===== src/rtl/ime_min_sel_pkg.sv =====
// ---------------------------------------------------------------------------
// ime_min_sel_pkg
// Purpose : shared defaults, window state type and compare-tree geometry
//           helpers for the IME minimum-cost selector.
// Contents: parameter defaults (PE count, cost width, mvd width), window FSM
//           state enum, per-level node count / flat-array offset functions.
// ---------------------------------------------------------------------------
package ime_min_sel_pkg;

    // Encoder-wide defaults for the IME datapath.
    localparam int unsigned PE_NUM_DEF     = 8;
    localparam int unsigned SAD4X4_LEN_DEF = 13;
    localparam int unsigned IMVD_LEN_DEF   = 8;

    // Search-window framing state.
    typedef enum logic {
        ST_IDLE = 1'b0,
        ST_BUSY = 1'b1
    } win_state_e;

    // Number of nodes present at tree level lvl (level 0 = the PE lanes).
    // An odd node count rounds up: the unpaired node passes through.
    function automatic int unsigned lvl_nodes(input int unsigned n,
                                              input int unsigned lvl);
        int unsigned span;
        span = 32'd1 << lvl;
        return (n + span - 32'd1) >> lvl;
    endfunction

    // Offset of the first node of level lvl in the flattened node array.
    function automatic int unsigned lvl_off(input int unsigned n,
                                            input int unsigned lvl);
        int unsigned acc;
        acc = 32'd0;
        for (int unsigned j = 0; j < lvl; j++) begin
            acc = acc + lvl_nodes(n, j);
        end
        return acc;
    endfunction

endpackage : ime_min_sel_pkg


===== src/rtl/ime_min2.sv =====
// ---------------------------------------------------------------------------
// ime_min2
// Purpose : combinational 2-input cell of the minimum-cost compare tree.
//           Carries {valid, cost, x}. Input a is always the lower lane index.
// Ports   : a_v_i/a_cost_i/a_x_i  lower-index candidate
//           b_v_i/b_cost_i/b_x_i  higher-index candidate
//           y_v_o/y_cost_o/y_x_o  winning candidate (combinational)
// ---------------------------------------------------------------------------
module ime_min2
    import ime_min_sel_pkg::*;
#(
    parameter int unsigned COST_LEN = SAD4X4_LEN_DEF,
    parameter int unsigned IMVD_LEN = IMVD_LEN_DEF
) (
    input  logic                a_v_i,
    input  logic [COST_LEN-1:0] a_cost_i,
    input  logic [IMVD_LEN-1:0] a_x_i,
    input  logic                b_v_i,
    input  logic [COST_LEN-1:0] b_cost_i,
    input  logic [IMVD_LEN-1:0] b_x_i,
    output logic                y_v_o,
    output logic [COST_LEN-1:0] y_cost_o,
    output logic [IMVD_LEN-1:0] y_x_o
);

    logic b_win;

    // b wins only when a is absent or b is strictly cheaper; ties stay with a.
    assign b_win    = b_v_i & (~a_v_i | (b_cost_i < a_cost_i));

    assign y_v_o    = a_v_i | b_v_i;
    assign y_cost_o = b_win ? b_cost_i : a_cost_i;
    assign y_x_o    = b_win ? b_x_i    : a_x_i;

endmodule : ime_min2


===== src/rtl/ime_min_sel.sv =====
// ---------------------------------------------------------------------------
// ime_min_sel
// Purpose : pipelined minimum-cost selector for integer motion estimation.
//           Stage 0 reduces one beat of PE costs with a balanced compare
//           tree, stage 1 registers the beat winner, stage 2 accumulates the
//           best candidate over a start/last framed search window.
// Ports   : clk, rst          clock, synchronous active-high reset
//           start_i           window start (reinitialises accumulator)
//           cost_v_i, last_i  beat valid, final beat of window
//           pe_en_i           per-lane enable
//           cost_i            packed lane costs, lane k at [k*COST_LEN +: COST_LEN]
//           mvd_x_i, mvd_y_i  mvd of lane 0 (lane k x = mvd_x_i + k)
//           best_cost_o       running/final best cost
//           best_mvd_x_o/_y_o mvd of the best candidate
//           best_vld_o        an enabled candidate was accepted this window
//           done_o            one-cycle pulse, window result final
//           busy_o            window in progress
// ---------------------------------------------------------------------------
module ime_min_sel
    import ime_min_sel_pkg::*;
#(
    parameter int unsigned PE_NUM   = PE_NUM_DEF,
    parameter int unsigned COST_LEN = SAD4X4_LEN_DEF,
    parameter int unsigned IMVD_LEN = IMVD_LEN_DEF
) (
    input  logic                       clk,
    input  logic                       rst,
    input  logic                       start_i,
    input  logic                       cost_v_i,
    input  logic                       last_i,
    input  logic [PE_NUM-1:0]          pe_en_i,
    input  logic [PE_NUM*COST_LEN-1:0] cost_i,
    input  logic [IMVD_LEN-1:0]        mvd_x_i,
    input  logic [IMVD_LEN-1:0]        mvd_y_i,
    output logic [COST_LEN-1:0]        best_cost_o,
    output logic [IMVD_LEN-1:0]        best_mvd_x_o,
    output logic [IMVD_LEN-1:0]        best_mvd_y_o,
    output logic                       best_vld_o,
    output logic                       done_o,
    output logic                       busy_o
);

    localparam int unsigned LVLS   = $clog2(PE_NUM);
    // Every level lives in one flat array; the root is the last node.
    localparam int unsigned N_NODE = lvl_off(PE_NUM, LVLS) + 32'd1;
    localparam int unsigned ROOT   = N_NODE - 32'd1;

    // ------------------------------------------------------------------
    // Stage 0: compare tree
    // ------------------------------------------------------------------
    logic                nd_v    [N_NODE];
    logic [COST_LEN-1:0] nd_cost [N_NODE];
    logic [IMVD_LEN-1:0] nd_x    [N_NODE];

    // Leaves: lane candidates, x wraps modulo 2^IMVD_LEN.
    for (genvar k = 0; k < PE_NUM; k++) begin : g_leaf
        assign nd_v[k]    = cost_v_i & pe_en_i[k];
        assign nd_cost[k] = cost_i[k*COST_LEN +: COST_LEN];
        assign nd_x[k]    = mvd_x_i + IMVD_LEN'(k);
    end

    // Level l pairs nodes (2i, 2i+1) into node i of level l+1.
    for (genvar l = 0; l < LVLS; l++) begin : g_lvl
        localparam int unsigned N_IN  = lvl_nodes(PE_NUM, l);
        localparam int unsigned N_OUT = lvl_nodes(PE_NUM, l + 1);
        localparam int unsigned O_IN  = lvl_off(PE_NUM, l);
        localparam int unsigned O_OUT = lvl_off(PE_NUM, l + 1);

        for (genvar i = 0; i < N_OUT; i++) begin : g_node
            if (2*i + 1 < N_IN) begin : g_cell
                ime_min2 #(
                    .COST_LEN (COST_LEN),
                    .IMVD_LEN (IMVD_LEN)
                ) u_min2 (
                    .a_v_i    (nd_v   [O_IN + 2*i]),
                    .a_cost_i (nd_cost[O_IN + 2*i]),
                    .a_x_i    (nd_x   [O_IN + 2*i]),
                    .b_v_i    (nd_v   [O_IN + 2*i + 1]),
                    .b_cost_i (nd_cost[O_IN + 2*i + 1]),
                    .b_x_i    (nd_x   [O_IN + 2*i + 1]),
                    .y_v_o    (nd_v   [O_OUT + i]),
                    .y_cost_o (nd_cost[O_OUT + i]),
                    .y_x_o    (nd_x   [O_OUT + i])
                );
            end else begin : g_pass
                // Unpaired node carries through unchanged.
                assign nd_v   [O_OUT + i] = nd_v   [O_IN + 2*i];
                assign nd_cost[O_OUT + i] = nd_cost[O_IN + 2*i];
                assign nd_x   [O_OUT + i] = nd_x   [O_IN + 2*i];
            end
        end
    end

    // ------------------------------------------------------------------
    // Stage 1: beat result register
    // ------------------------------------------------------------------
    logic                s1_v_d,    s1_v_q;
    logic                s1_last_d, s1_last_q;
    logic [COST_LEN-1:0] s1_cost_d, s1_cost_q;
    logic [IMVD_LEN-1:0] s1_x_d,    s1_x_q;
    logic [IMVD_LEN-1:0] s1_y_d,    s1_y_q;

    // Loaded every cycle; a start simply overwrites the previous window's beat.
    assign s1_v_d    = nd_v[ROOT];
    assign s1_last_d = cost_v_i & last_i;
    assign s1_cost_d = nd_cost[ROOT];
    assign s1_x_d    = nd_x[ROOT];
    assign s1_y_d    = mvd_y_i;

    always_ff @(posedge clk) begin
        if (rst) begin
            s1_v_q    <= 1'b0;
            s1_last_q <= 1'b0;
            s1_cost_q <= '0;
            s1_x_q    <= '0;
            s1_y_q    <= '0;
        end else begin
            s1_v_q    <= s1_v_d;
            s1_last_q <= s1_last_d;
            s1_cost_q <= s1_cost_d;
            s1_x_q    <= s1_x_d;
            s1_y_q    <= s1_y_d;
        end
    end

    // ------------------------------------------------------------------
    // Stage 2: window accumulator and framing FSM
    // ------------------------------------------------------------------
    win_state_e          state_d,     state_q;
    logic [COST_LEN-1:0] best_cost_d, best_cost_q;
    logic [IMVD_LEN-1:0] best_x_d,    best_x_q;
    logic [IMVD_LEN-1:0] best_y_d,    best_y_q;
    logic                best_vld_d,  best_vld_q;
    logic                done_d,      done_q;

    // Next-state: start discards stage 1 and reinitialises; otherwise merge.
    always_comb begin
        state_d     = state_q;
        best_cost_d = best_cost_q;
        best_x_d    = best_x_q;
        best_y_d    = best_y_q;
        best_vld_d  = best_vld_q;
        done_d      = 1'b0;

        if (start_i) begin
            state_d     = ST_BUSY;
            best_cost_d = '1;
            best_x_d    = '0;
            best_y_d    = '0;
            best_vld_d  = 1'b0;
        end else begin
            // Strict compare: equal cost keeps the earlier beat, and an
            // all-ones cost can never displace the initial value.
            if (s1_v_q && (s1_cost_q < best_cost_q)) begin
                best_cost_d = s1_cost_q;
                best_x_d    = s1_x_q;
                best_y_d    = s1_y_q;
                best_vld_d  = 1'b1;
            end
            if (s1_last_q) begin
                done_d  = 1'b1;
                state_d = ST_IDLE;
            end
        end
    end

    always_ff @(posedge clk) begin
        if (rst) begin
            state_q     <= ST_IDLE;
            best_cost_q <= '1;
            best_x_q    <= '0;
            best_y_q    <= '0;
            best_vld_q  <= 1'b0;
            done_q      <= 1'b0;
        end else begin
            state_q     <= state_d;
            best_cost_q <= best_cost_d;
            best_x_q    <= best_x_d;
            best_y_q    <= best_y_d;
            best_vld_q  <= best_vld_d;
            done_q      <= done_d;
        end
    end

    assign best_cost_o  = best_cost_q;
    assign best_mvd_x_o = best_x_q;
    assign best_mvd_y_o = best_y_q;
    assign best_vld_o   = best_vld_q;
    assign done_o       = done_q;
    assign busy_o       = (state_q == ST_BUSY);

endmodule : ime_min_sel

===== config.mk =====
export PLATFORM = sky130hd
export DESIGN_NAME = ime_min_sel
export DESIGN_NICKNAME = d
export VERILOG_FILES = /design/src/rtl/ime_min_sel_pkg.sv /design/src/rtl/ime_min2.sv /design/src/rtl/ime_min_sel.sv
export SDC_FILE = /design/constraint.sdc
export NUM_CORES = 1
export LEC_CHECK = 0
export CORE_AREA = 2 2 141 156
export CTS_CLUSTER_DIAMETER = 50
export CTS_CLUSTER_SIZE = 8
export DETAILED_ROUTE_END_ITERATION = 6
export DIE_AREA = 0 0 143 158
export PLACE_DENSITY = 0.64
export SLEW_MARGIN = 20
export SYNTH_ARGS = -nofsm -noshare
export SYNTH_HDL_FRONTEND = slang
export SYNTH_SLANG_ARGS = --single-unit

===== constraint.sdc =====
create_clock -name clk -period 17.3 [get_ports clk]
set_input_delay 4.325 -clock clk [delete_from_list [all_inputs] [get_ports clk]]
set_output_delay 4.325 -clock clk [all_outputs]
set_load 0.005 [all_outputs]

# After elaboration in Yosys (flattened, before gate mapping)
# Index checks and enable logic that the tools add are counted.
# Widths: inputs -> output; s select.
[totals]
reg_bits = 63
inputBits = 133
out_inout_bits = 32
word_cells = 83
[op_classes]
n_addsub = 7
order_cmp = 8
mux = 17
n_bitwise = 37
reduce_logical = 3
[op_table]
columns = ["op", "n"]
rows = [
  ["$lt 13x13->1", 8],
  ["$mux 13", 7],
  ["$mux 8", 7],
  ["$add 8x3->8 const B", 4],
  ["$add 8x2->8 const B", 2],
  ["$and 1x1->1", 16],
  ["$or 1x1->1", 14],
  ["$add 8x1->8 const B", 1],
  ["$not 1->1", 7],
  ["$mux 1", 3],
  ["$reduce_bool 2->1", 1],
  ["$reduce_or 2->1", 1],
  ["$logic_and 1x1->1", 1],
]

# Longest topological paths before layout
# Gate-level depths: netlist of the first run.
[logic_depth]
word_depth = 13
ltp_mapped = 31
depth_no_buf = 27

# By module
# A second synthesis of the first run with hierarchy kept.
[unflattened]
hier_cells = 844
hier_area_um2 = 7723.7
[modules_own_cells]
columns = ["mod", "instances", "cells_each", "area_per_inst_um2", "seq_area_each_um2"]
rows = [
  ["ime_min2", 7, 71, 665.6, 0.0],
  ["ime_min_sel", 1, 347, 3064.2, 1261.2],
]

# Worst setup path after synthesis of the first run
# OpenSTA, ideal clock, no wires.
[synth_path]
path_type = "input to register"
start = "input port cost_i[11]"
end = "register s1_x_q[6]"
setup_time_ns = 0.123
t_arrival_ns = 10.333
required_time_ns = 17.177
path_slack_ns = 6.844
path_stages = 29
path_buffers = 3
cell_sequence = "inv_1 -> ha_1 -> a21oi_1 -> a21boi_1 -> or3_1 -> o21a_1 -> nor2_2 -> buf_2 -> mux2i_1 -> ha_1 -> a21oi_1 -> o21ai_0 -> a211oi_1 -> o21a_1 -> nor2b_1 -> buf_2 -> buf_4 -> mux2_2 -> ha_1 -> a21o_1 -> a21o_1 -> a21oi_1 -> o21a_1 -> o211ai_1 -> o221a_2 -> o31a_1 -> o221ai_1 -> o2111ai_1 -> mux2_1"
[synth_between]
elab_chain_cells = 12
word_cells_on_any_way = 14
cone_classes = "order compare: 3; mux: 5; bitwise: 6"
[synth_rtl]
columns = ["element", "line_no", "rtl"]
rows = [
  ["from (decl)", "ime_min_sel.sv:32", "input logic [PE_NUM*COST_LEN-1:0] cost_i,"],
  ["$lt 13x13->1", "ime_min2.sv:29", "assign b_win = b_v_i & (~a_v_i | (b_cost_i < a_cost_i));"],
  ["$or 1x1->1", "ime_min2.sv:29", ""],
  ["$and 1x1->1", "ime_min2.sv:29", ""],
  ["$mux 13", "ime_min2.sv:32", "assign y_cost_o = b_win ? b_cost_i : a_cost_i;"],
  ["$lt 13x13->1", "ime_min2.sv:29", ""],
  ["$or 1x1->1", "ime_min2.sv:29", ""],
  ["$and 1x1->1", "ime_min2.sv:29", ""],
  ["$mux 13", "ime_min2.sv:32", ""],
  ["$lt 13x13->1", "ime_min2.sv:29", ""],
  ["$or 1x1->1", "ime_min2.sv:29", ""],
  ["$and 1x1->1", "ime_min2.sv:29", ""],
  ["$mux 8 *", "ime_min2.sv:33", "assign y_x_o = b_win ? b_x_i : a_x_i;"],
  ["to (signal assigned)", "ime_min_sel.sv:115", "s1_x_q <= '0;"],
  ["to (signal assigned)", "ime_min_sel.sv:121", "s1_x_q <= s1_x_d;"],
  ["to (decl)", "ime_min_sel.sv:100", "logic [IMVD_LEN-1:0] s1_x_d, s1_x_q;"],
]
# Mark *: on every way between the ends. The rest lies on a longest branch, timed or not.
# A chain may end at the register's enable or synchronous reset.

# Worst setup path after layout of the first run
# Ends and elaborated chain as after synthesis.

==> summary.txt, run 1 <==
run status: finished, violations left
violated checks: DRC
post-synth top area share: 21.2%
most common cell after layout, fill and taps aside: clkdlybuf4s50_1
RSZ-0062 raised after global routing: no
Yosys top cell by area: ha_1
setup TNS: 0 ns
number of global-route vias before repair: 5,844
io pins: 165
most frequent cells in the layout: clkdlybuf4s50_1 (164), ha_1 (105), a21oi_1 (83), inv_1 (83), dfxtp_1 (63)
Design Area, Final: 8420 sq um
CTS Root Cell: clkbuf_16
Total Power: 0.000573 W
period utilization: 68.6%
PostCTS Resize Cnt: 0
Total GRT Usage: 16.5%
cell count after synthesis: 780
register area share after synthesis: 20.3%
LEAKAGE: 3.68 nW
DRC: 1
Worst Setup Start Kind: input pin
CP top delay family: compound AO/OA/AOI/OAI gates
starting DRC count in detailed routing: 392
Die H: 158 microns
Slew HR: 38.2%
Async SR Flop Fraction: 0%
grt total ovfl: 0
first-pass GRT wire length: 29,700 microns
final number of max-transition violations: 0
Pwr Density: 68.0 nW/um^2
Num Clock Sinks: 63
H-tree lvl count: 3
setup bufs post-CTS: 0
# rows: 56
mapped cell area: 6200 sq um
starting density of the core: 29.4%
Synth Register Bits: 63
Peak supply drop: 36.0 uV
Area growth syn-to-layout: 35.8%
port bufs: 164
fmax: 84.2 MHz
top post-synthesis cells by area: ha_1 (21%), dfxtp_1 (20%), mux2i_1 (6.9%), a21oi_1 (6.8%), mux2_2 (5.1%)
Slew @ Worst Pin: 0.926 ns
MaxCap Viol Count: 0
CP peak stage delay: 0.74 ns
DRT Pass-1 Iters: 7
cell area after placement: 8120 sq um
HP Class: flop to flop
TritonCTS clock tree: yes
Fin. Hold Viols: 0
Setup violations, final: 0
TritonCTS Buffers: 9
number of synthesized flops with an enable pin: 0
DP HPWL: 15,200 microns
clock skew: 0.00536 ns
WS Path Type: input pin to flop
Critical Path Sink Type: flop
Syn Nets: 1,018
core area: 21,100 sq um
nets: 1,165
Clock transition at path regs: 0.05 ns
Crit path arrival time: 12.08 ns
share of cells above drive strength 1: 6.55%
Die Width: 143 microns
antenna violations before repair: 1
worst skew pair latency: 0.32 ns
clock tree buffer depth: 2
Most used DFF post-synth: dfxtp_1
vias per cell: 4.97
CP Max Fanout: 19
Yosys warning count: 0
synth unique cells: 63
Post-Route WL: 18,500 microns
largest net degree at the start of global routing: 43
number of buffers and inverters on the critical path: 3
critical path's slowest cell: nor2_2
Die ar.: 22,600 sq um
Avg Synthesized Cell Area: 7.95 sq um
Routed wire per std cell: 15.2 microns
Hold-fix buffers, CTS: 0
min Tclk post-route: 11.88 ns
CP required: 17.50 ns
gpl congestion: 0.936
total number of vias: 6,074
antenna viol nets, final: 0
-- metal layers --
metal | vias to the layer above | track usage [%] | share of wire, %
li1 | 3144 | - | -
met1 | 2721 | 21.3 | 46
met2 | 174 | 27.1 | 45
met3 | 35 | 2.72 | 5.5
met4 | 0 | 6.65 | 3.5
met5 | - | 0 | 0
-- where the power goes --
part | internal (W) | switching, W | leakage, nW | total [W]
clock | 0.000118 | 0.0000592 | 0.145 | 0.000177
sequential | 0.000160 | 0.00000684 | 0.520 | 0.000167
combinational | 0.000107 | 0.000121 | 3.01 | 0.000228
total | 0.000385 | 0.000187 | 3.68 | 0.000573
-- path summary, 6_finish.rpt --
kind / from / to / slack (ns) / cells after the start
setup / recovery: cost_i[11] / s1_x_q[6] / 5.42 / 26
setup reg to reg: best_cost_o[1] / best_mvd_y_o[6] / 14.73 / 11
hold reg to reg: s1_last_q / done_o / 0.44 / 2
hold / removal: s1_last_q / done_o / 0.44 / 2
-- worst reg2reg max path: stages, from the launching register on --
cell,delay [ns]
dfxtp_1,0.33
inv_1,0.06
ha_1,0.28
a21o_1,0.16
a21o_1,0.17
a21oi_1,0.14
nor2b_1,0.06
o21ai_0,0.15
a211o_1,0.17
o21a_2,0.57
o21ai_0,0.20
a21oi_1,0.21
-- area by class of cell --
type	instances	area, sq um
fillers	2116	12700
multi-input cells	600	4500
repair buffers	170	1690
flip-flops and latches	63	1260
well taps	290	363
inverters	83	312
clock buffers	12	256
clock inverters	3	42.5
diodes	1	2.50
-- cells in the mapped netlist, drive strengths merged, types with 2 or more instances --
cell type,n
ha,105
a21oi,85
inv,83
dfxtp,63
o21ai,60
nand2,56
mux2i,43
mux2,30
nand3,26
nor2,24
clkbuf,23
nor3,22
nand2b,20
nor2b,16
a211oi,12
nand4,12
o311ai,12
buf,11
a21o,8
o21a,8
o211ai,7
o31ai,7
o2111ai,5
a211o,3
a21boi,3
nor3b,3
nor4,2
o21bai,2
o41ai,2
or2,2
or3,2
or4,2
-- state kept, by name (all words and copies together) (netlist names), 8 cells and up --
register and cells:
s1_y_q 8, s1_x_q 8, best_mvd_x_o 8, best_cost_o 13
s1_cost_q 13, best_mvd_y_o 8
-- stage by stage --
step | setup WS [ns] | std cells | hold WS, ns | utilization (%)
6_report | 5.42 | 1222 | 0.438 | 39.9
5_1_grt | 4.81 | 1222 | 0.473 | 39.9
4_1_cts | 5.46 | 1221 | 0.440 | 39.9
3_5_place_dp | 5.14 | 1206 | 0.432 | 38.5
3_3_place_gp | 5.22 | 1206 | 0.423 | 38.5
2_1_floorplan | 6.84 | 780 | 0.416 | -
-- logic make-up (layout without fill, tap and decap cells) --
group           Yosys count  count (layout)  share of synthesized area [%]
compound gates          228             228                           23.0
simple gates            193             193                           15.6
buf+inv                 117             268                           7.34
fa+ha+maj               105             105                           21.2
mux                      73              73                           12.4
flops                    63              63                           20.3
xor+xnor                  1               1                          0.141
other cells               0               1                              0
(Power assumes the default switching activity.)
==> run 2: changes to the inputs <==
Settings changed: PLACE_DENSITY 0.64 to 0.66.
Clock period 17.3 ns to 9.8 ns, I/O delays scaled along.
==> summary.txt, run 2 (synthesis gave the netlist of run 1 again) <==
grt total ovfl: 0
Total Power: 0.00103 W
Critical Path Sink Type: flop
Hold-fix buffers, CTS: 0
fillers: 2,106
MaxCap Viol Count: 0
most common cell after layout, fill and taps aside: clkdlybuf4s50_1
Routed wire per std cell: 15.4 microns
period utilization: 94.0%
H-tree lvl count: 3
share of cells above drive strength 1: 7.14%
Slew @ Worst Pin: 0.867 ns
Die H: 158 microns
number of global-route vias before repair: 6,058
final number of max-transition violations: 0
RSZ-0062 raised after global routing: no
CP peak stage delay: 0.48 ns
antenna violations before repair: 3
Die Width: 143 microns
Total GRT Usage: 16.8%
Area growth syn-to-layout: 36.8%
Clock transition at path regs: 0.05 ns
Peak supply drop: 84.1 uV
Design Area, Final: 8490 sq um
port bufs: 164
PostCTS Resize Cnt: 0
total number of vias: 6,178
Num Clock Sinks: 63
setup bufs post-CTS: 0
TritonCTS Buffers: 9
Setup violations, final: 0
area occupied by multi-input gates: 4500 sq um
min Tclk post-route: 9.22 ns
starting DRC count in detailed routing: 352
LEAKAGE: 3.72 nW
CP Max Fanout: 14
Die ar.: 22,600 sq um
WS Path Type: input pin to flop
Crit path arrival time: 9.43 ns
HP Class: flop to flop
Worst Setup Start Kind: input pin
TritonCTS clock tree: yes
gpl congestion: 0.929
most frequent cells in the layout: clkdlybuf4s50_1 (164), ha_1 (105), a21oi_1 (83), inv_1 (83), dfxtp_1 (63)
CTS Root Cell: clkbuf_16
dpl cells: 1,213
# rows: 56
fmax: 109 MHz
cell area after placement: 8170 sq um
run status: complete, no violations
worst skew pair latency: 0.33 ns
clock tree buffer depth: 2
vias per cell: 5.01
DRC: 0
Post-Route WL: 19,000 microns
clock skew: 0.00571 ns
reg2reg setup slack: 7.21 ns
critical path's slowest cell: clkdlybuf4s50_1
Non-Filler Instances: 1,232
CP required: 10.01 ns
starting density of the core: 29.4%
FF/Latch Area: 1260 sq um
core area: 21,100 sq um
io pins: 165
nets: 1,172
Pwr Density: 122 nW/um^2
first-pass GRT wire length: 30,400 microns
largest net degree at the start of global routing: 43
Slew HR: 41.4%
setup TNS: 0 ns
antenna viol nets, final: 0
Fin. Hold Viols: 0
DP HPWL: 15,800 microns
DRT Pass-1 Iters: 5
run 2: cell count changes in the layout (fill, tap and decap cells not counted), sizes merged:
| cell | before | now |
|---|---|---|
| buf | 6 | 13 |
| bufinv | 1 | 2 |
| clkinv | 1 | 2 |
| clkinvlp | 1 | 0 |
| diode | 1 | 3 |
run 2: cell type report:
cell class / count / share of cell area [%]
sequential: 63 / 14.9
tap: 290 / 4.28
antenna: 3 / 0.0885
timing repair buffer: 177 / 20.5
inverter: 83 / 3.67
multi-input combinational: 600 / 53.0
clock inverter: 4 / 0.826
clock buffer: 12 / 2.79
run 2: worst paths after layout:
check | from | end | depth (start not counted)
setup / recovery | cost_i[11] | s1_x_q[6] | 29
hold / removal | s1_last_q | done_o | 2
setup reg to reg | best_cost_o[1] | best_mvd_x_o[5] | 11
hold reg to reg | s1_last_q | done_o | 2
run 2: power breakdown:
part	switching (W)	total [W]	internal, W
sequential	0.0000128	0.000296	0.000283
clock	0.000107	0.000329	0.000222
combinational	0.000216	0.000410	0.000194
run 2: critical path, delay by kind of cell:
family          cells  cell delay (ns)
compound gates     15             3.05
fa+ha+maj           3             0.92
buf+inv             5             1.21
mux                 3             1.02
simple gates        3             0.76
run 2: metrics by stage:
step	hold slack (ns)	setup slack (ns)	util (%)
4_1_cts	0.438	0.643	40.2
3_5_place_dp	0.431	0.317	38.7
3_3_place_gp	0.425	0.496	38.7
5_1_grt	0.445	0.180	40.2
2_1_floorplan	0.416	1.22	-
6_report	0.436	0.585	40.2
run 2: layer usage:
metal | wire, microns | vias up | GRT usage, %
met5 | 0 | - | 0
met4 | 368 | 0 | 6.13
met3 | 874 | 23 | 2.36
met2 | 9120 | 187 | 29.2
met1 | 8600 | 2821 | 21.0
li1 | - | 3147 | -
